<file path="src/rtl/q2_panel_driver.sv">
// Front-panel operator for q2: deposits a word stream through the panel switches, pulses start, then tracks run until halt.
// Pulse and settle widths are set by PULSE_CYCLES/GAP_CYCLES; the run input is double-flopped before use.
module q2_panel_driver #(
  parameter int PULSE_CYCLES = 16,
  parameter int GAP_CYCLES   = 16,
  parameter int RUN_TIMEOUT  = 1024
) (
  input  logic        clk,
  input  logic        rst,
  input  logic        in_valid,
  input  logic [11:0] in_data,
  input  logic        in_last,
  output logic        in_ready,
  input  logic        stop_req,
  input  logic        run,
  output logic [11:0] nsw,
  output logic        ndep_sw,
  output logic        nincp_sw,
  output logic        nstart_sw,
  output logic        nstop_sw,
  output logic        busy,
  output logic        running,
  output logic        halted,
  output logic        timeout,
  output logic [11:0] word_count
);

  typedef enum logic [3:0] {
    IDLE, SETUP, DEP, DEP_GAP, INC, INC_GAP, START, WAIT_RUN, RUNNING
  } state_t;

  localparam logic [31:0] PULSE_END = 32'(PULSE_CYCLES - 1);
  localparam logic [31:0] GAP_END   = 32'(GAP_CYCLES - 1);
  localparam logic [31:0] RUN_END   = 32'(RUN_TIMEOUT - 1);

  state_t      state;
  logic [31:0] cnt;
  logic [31:0] stop_cnt;
  logic        last_q;
  logic        run_s1;
  logic        run_s2;

  assign busy = (state != IDLE);

  always_ff @(posedge clk or posedge rst) begin
    if (rst) begin
      run_s1 <= 1'b0;
      run_s2 <= 1'b0;
    end else begin
      run_s1 <= run;
      run_s2 <= run_s1;
    end
  end

  always_ff @(posedge clk or posedge rst) begin
    if (rst) begin
      state      <= IDLE;
      cnt        <= '0;
      stop_cnt   <= '0;
      last_q     <= 1'b0;
      nsw        <= 12'hFFF;
      ndep_sw    <= 1'b1;
      nincp_sw   <= 1'b1;
      nstart_sw  <= 1'b1;
      nstop_sw   <= 1'b1;
      in_ready   <= 1'b1;
      running    <= 1'b0;
      halted     <= 1'b0;
      timeout    <= 1'b0;
      word_count <= '0;
    end else begin
      halted <= 1'b0;
      case (state)
        IDLE: begin
          if (in_valid && in_ready) begin
            nsw      <= ~in_data;
            last_q   <= in_last;
            in_ready <= 1'b0;
            cnt      <= '0;
            state    <= SETUP;
            if (word_count == 12'd0) timeout <= 1'b0;
          end
        end
        SETUP: begin
          if (cnt == GAP_END) begin
            cnt     <= '0;
            ndep_sw <= 1'b0;
            state   <= DEP;
          end else cnt <= cnt + 32'd1;
        end
        DEP: begin
          if (cnt == PULSE_END) begin
            cnt     <= '0;
            ndep_sw <= 1'b1;
            state   <= DEP_GAP;
          end else cnt <= cnt + 32'd1;
        end
        DEP_GAP: begin
          if (cnt == GAP_END) begin
            cnt      <= '0;
            nincp_sw <= 1'b0;
            state    <= INC;
          end else cnt <= cnt + 32'd1;
        end
        INC: begin
          if (cnt == PULSE_END) begin
            cnt      <= '0;
            nincp_sw <= 1'b1;
            state    <= INC_GAP;
          end else cnt <= cnt + 32'd1;
        end
        INC_GAP: begin
          if (cnt == GAP_END) begin
            cnt        <= '0;
            word_count <= word_count + 12'd1;
            nsw        <= 12'hFFF;
            if (last_q) begin
              nstart_sw <= 1'b0;
              state     <= START;
            end else begin
              in_ready <= 1'b1;
              state    <= IDLE;
            end
          end else cnt <= cnt + 32'd1;
        end
        START: begin
          if (cnt == PULSE_END) begin
            cnt       <= '0;
            nstart_sw <= 1'b1;
            state     <= WAIT_RUN;
          end else cnt <= cnt + 32'd1;
        end
        WAIT_RUN: begin
          // A run seen on the final count still wins over the timeout.
          if (run_s2) begin
            running  <= 1'b1;
            stop_cnt <= '0;
            state    <= RUNNING;
          end else if (cnt == RUN_END) begin
            timeout    <= 1'b1;
            word_count <= '0;
            in_ready   <= 1'b1;
            state      <= IDLE;
          end else cnt <= cnt + 32'd1;
        end
        RUNNING: begin
          if (!run_s2) begin
            halted     <= 1'b1;
            running    <= 1'b0;
            word_count <= '0;
            nstop_sw   <= 1'b1;
            in_ready   <= 1'b1;
            state      <= IDLE;
          end else if (!nstop_sw) begin
            if (stop_cnt == PULSE_END) nstop_sw <= 1'b1;
            else stop_cnt <= stop_cnt + 32'd1;
          end else if (stop_req) begin
            nstop_sw <= 1'b0;
            stop_cnt <= '0;
          end
        end
        default: state <= IDLE;
      endcase
    end
  end

endmodule

</file>
<file path="config.mk">
export PLATFORM = sky130hd
export DESIGN_NAME = q2_panel_driver
export DESIGN_NICKNAME = d
export VERILOG_FILES = /design/src/rtl/q2_panel_driver.sv
export SDC_FILE = /design/constraint.sdc
export NUM_CORES = 1
export LEC_CHECK = 0
export ABC_AREA = 1
export ABC_CLOCK_PERIOD_IN_PS = 2900
export BUFFER_PORTS_ARGS = -buffer_cell sky130_fd_sc_hd__buf_2
export CAP_MARGIN = 0
export CORE_MARGIN = 3
export CORE_UTILIZATION = 55
export CTS_CLUSTER_DIAMETER = 150
export CTS_CLUSTER_SIZE = 16
export DETAILED_ROUTE_END_ITERATION = 10
export PLACE_DENSITY = 0.77
export SLEW_MARGIN = 20
export SYNTH_ARGS = -nofsm -noshare
export SYNTH_HDL_FRONTEND = slang
export SYNTH_SLANG_ARGS = --single-unit
</file>
<file path="constraint.sdc">
create_clock -name clk -period 2.9 [get_ports clk]
set_input_delay 0.29 -clock clk [delete_from_list [all_inputs] [get_ports clk]]
set_output_delay 0.29 -clock clk [all_outputs]
set_load 0.05 [all_outputs]
</file>
==> summary.txt <==
Pwr
  – Clock network power share: 43.3%
  – Switching power of the nets: 0.6539 mW
  – Power per Cell Area: 359.1 mW/mm^2
  – Leakage power of the design: about 3.3 nW
  – Logic gate share of total power: 3.6%
  – Sequential cell fraction of total power: 53.1%
  – Cell Int Power: 2.095 mW
  – Sum of internal, switching and leakage power: 2.749 mW
  – Sw Share: 23.79%
  – Worst ir drop on vdd: roughly 0.30 mV

Routing
  – Post-route ant nets: 0
  – DR iter-0 viols: about 420
  – DR vias/cell: 5.232
  – Number of DRC violations after detailed routing: 0
  – Drt wl/cell: 13.16 um
  – Vias: 6441
  – Total routed wirelength: 16.20 mm
  – Count of TritonRoute iterations in the first routing pass: 5

Yosys
  – Top flip-flop cell by instance count after synthesis: sky130_fd_sc_hd__dfrtp_1
  – Ranking of synthesized cells by area: sky130_fd_sc_hd__dfrtp_1, sky130_fd_sc_hd__nand2_1, sky130_fd_sc_hd__nor2_1
  – Register bit count reported by yosys: just over 100
  – Post-synthesis async set-or-reset flop share: 100.0%
  – Most frequently used cell type in the post-synthesis netlist: sky130_fd_sc_hd__nand2_1
  – Netlist cell types: 45
  – Post-synth top area share: 30.70%
  – Synth warnings: 0
  – Synthesized net count: 1035
  – Cell Area, Synth: ~0.007 sq mm
  – Post-synth top area cell: sky130_fd_sc_hd__dfrtp_1
  – Number of flops mapped to enable cells by yosys: 0
  – Avg Inst Size Synth: 6.919 sq um
  – Portion of the post-synthesis area used by sequential elements: 37.08%
  – Synth top cells by count: sky130_fd_sc_hd__nand2_1, sky130_fd_sc_hd__nor2_1, sky130_fd_sc_hd__dfrtp_1, sky130_fd_sc_hd__inv_1, sky130_fd_sc_hd__nand3_1
  – Number of cells produced by synthesis: 1013

STA
  – Max-slew violations: 0
  – Number of failing setup endpoints in the final timing report: 0
  – Slew at the pin closest to its max-slew limit: 0.7929 ns
  – Final hold slack: 0.03977 ns
  – Setup repair after global routing missed its margin: false
  – Final hold violation count: 0
  – Worst slew slack as a fraction of its limit: around 47%
  – Final period demand of the worst path: 2.201 ns
  – FMAX: 454.3 MHz
  – Setup WS post-layout: 0.6988 ns
  – Share of the clock period used by the worst path after layout: 75.90%
  – Setup skew after layout: between 0.007 and 0.008 ns
  – Total negative setup slack: 0 ns

Final layout
  – Fillers: 1149
  – Inserted Diodes: 0
  – Fraction of final layout cells with drive strength greater than 1: 17.31%
  – Post-layout nets: 1080
  – Synth-to-layout area growth: 9.229%

Worst setup path
  – Critical R2R Capture: cnt[27]
  – Endpoint arrival time on the critical path: 2.43 ns
  – Critical path data required time: about 3.1 ns
  – Reg2Reg Launch Point: cnt[0]
  – Maximum fanout count along the critical path: 28
  – CP Capture Type: flop
  – R2R cell count: 11
  – Worst R2R Setup Slack: 0.70 ns
  – Category of the worst setup path launch point: flop
  – Critical Setup Path Class: reg2reg

CTS
  – Number of levels in the clock H-tree: 3
  – CTS tree: yes
  – Post-cts sizing count: 0
  – Clock transition time at the flip-flop clock pins of the worst setup and hold paths: 0.07 ns
  – Clock root buffer master: sky130_fd_sc_hd__clkbuf_16
  – Post CTS Setup Buffer Count: 0
  – Clock latency at the later pin of the worst-skew pair: 0.36 ns
  – Sink Count: approximately 100
  – Number of CTS-inserted buffers: 9
  – Cts hold-fix bufs: 0
  – Max Buffers Root-to-Sink: 2

Floorplanning
  – Initial Utilization: a little under three fifths
  – Die X: approximately 120 um
  – Site Rows: 40
  – Die Ht: 118.9 um
  – Core outline area: between 0.01 and 0.015 sq mm
  – Die footprint: around 0.014 sq mm
  – Number of top-level design ports: around 50

Global route
  – Global routing usage summed across all routing layers: 24.05%
  – Initial antenna violation count: 0
  – Global route overflow: 0
  – Pin count of the biggest net entering global routing: 39
  – Via count of the first global-routing pass: about 6000
  – First-pass GRT wire length: 28.24 mm

Hold path
  – Worst hold path class: in2reg
  – Worst min-delay path endpoint: run_s1
  – Start point of the worst hold path: run
  – Hold path cells: 1

Placement
  – Final HPWL from detailed placement: 12.08 mm
  – Worst setup slack after placement: 0.7188 ns
  – Input/output buffers: 50
  – Global placer's final weighted congestion: 0.9968

Flow run
  – Number of violations of the max-capacitance limit: 0

Run status
  – Outcome: finished, final reports clean
## through the flow
| step | cell area (sq um) | util [%] | std cells |
|---|---|---|---|
| finish | 7656 | 62.69 | 1231 |
| global route | 7656 | 62.69 | 1231 |
| CTS | 7656 | 62.69 | 1231 |
| detailed placement | 7367 | 60.33 | 1215 |
| global placement | 7367 | 60.33 | 1215 |
| floorplan | 7013 | - | 1013 |
## registers in the layout, summed over array words and instances, names as in the netlist, 4 cells and up
signal and cells:
nsw 12, cnt 32, stop_cnt 32, state 4, word_count 12
## cell type report
type / instances / area [sq um] / share of cell area [%]
multi-input cells: 797 / 3874 / 50.60
flip-flops and latches: 103 / 2599 / 33.94
repair buffers: 62 / 352.8 / 4.609
inverters: 85 / 331.6 / 4.331
clock buffers: 10 / 239.0 / 3.121
well taps: 168 / 210.2 / 2.746
clock inverters: 6 / 50.05 / 0.6537
## how the worst max path moves through the flow
stage           start            end  slack, ns
6_report       cnt[0]        cnt[27]       0.70
5_1_grt        cnt[0]  word_count[6]       0.47
4_1_cts        cnt[0]        cnt[27]       0.71
3_5_place_dp   cnt[0]        cnt[27]       0.72
3_3_place_gp   cnt[0]        cnt[27]       0.81
2_1_floorplan  cnt[0]         cnt[2]       1.09
## worst max-delay path, cell delays in order (launching register included)
cell                       delay [ns]
sky130_fd_sc_hd__dfrtp_1         0.41
sky130_fd_sc_hd__ha_1            0.38
sky130_fd_sc_hd__nand3_2         0.19
sky130_fd_sc_hd__inv_2           0.11
sky130_fd_sc_hd__nand2_2         0.09
sky130_fd_sc_hd__clkinv_2        0.07
sky130_fd_sc_hd__nand2_2         0.06
sky130_fd_sc_hd__nor2_4          0.10
sky130_fd_sc_hd__nand2_1         0.07
sky130_fd_sc_hd__nand2_2         0.13
sky130_fd_sc_hd__buf_4           0.33
sky130_fd_sc_hd__o21ai_0         0.14
## layout by cell type (no fill, tap or decap), drive strengths merged, types with 17 or more instances in the layout
master,count
a21oi,19
xor2,23
nor2,191
buf,62
nand3,56
nand4,27
inv,85
o21ai,86
nand2,332
dfstp,17
dfrtp,86
## layer usage
metal / share of wire (%) / vias up / GRT usage [%]
li1: - / 3345 / -
met1: 46 / 2917 / 32.31
met2: 48 / 157 / 40.21
met3: 4.2 / 22 / 3.656
met4: 1.7 / 0 / 7.458
met5: 0 / - / 0
## power groups by stage
stage	sequential (mW)	combinational, mW	clock [mW]
global route	1.46	0.110	1.26
global placement	1.49	0.102	0
detailed placement	1.49	0.103	0
CTS	1.46	0.103	1.21
finish	1.46	0.100	1.19
floorplan	1.52	0.0338	0
## cell families after synthesis
| logic type | count (synthesis) | synth area share (%) |
|---|---|---|
| AND/OR/NAND/NOR | 633 | 38.59 |
| AO/OA/AOI/OAI | 128 | 11.96 |
| flip-flops | 103 | 37.08 |
| buffers and inverters | 113 | 7.658 |
| XOR/XNOR | 32 | 3.999 |
| adder cells (fa/ha/maj) | 4 | 0.7141 |
(Power assumes the default switching activity.)
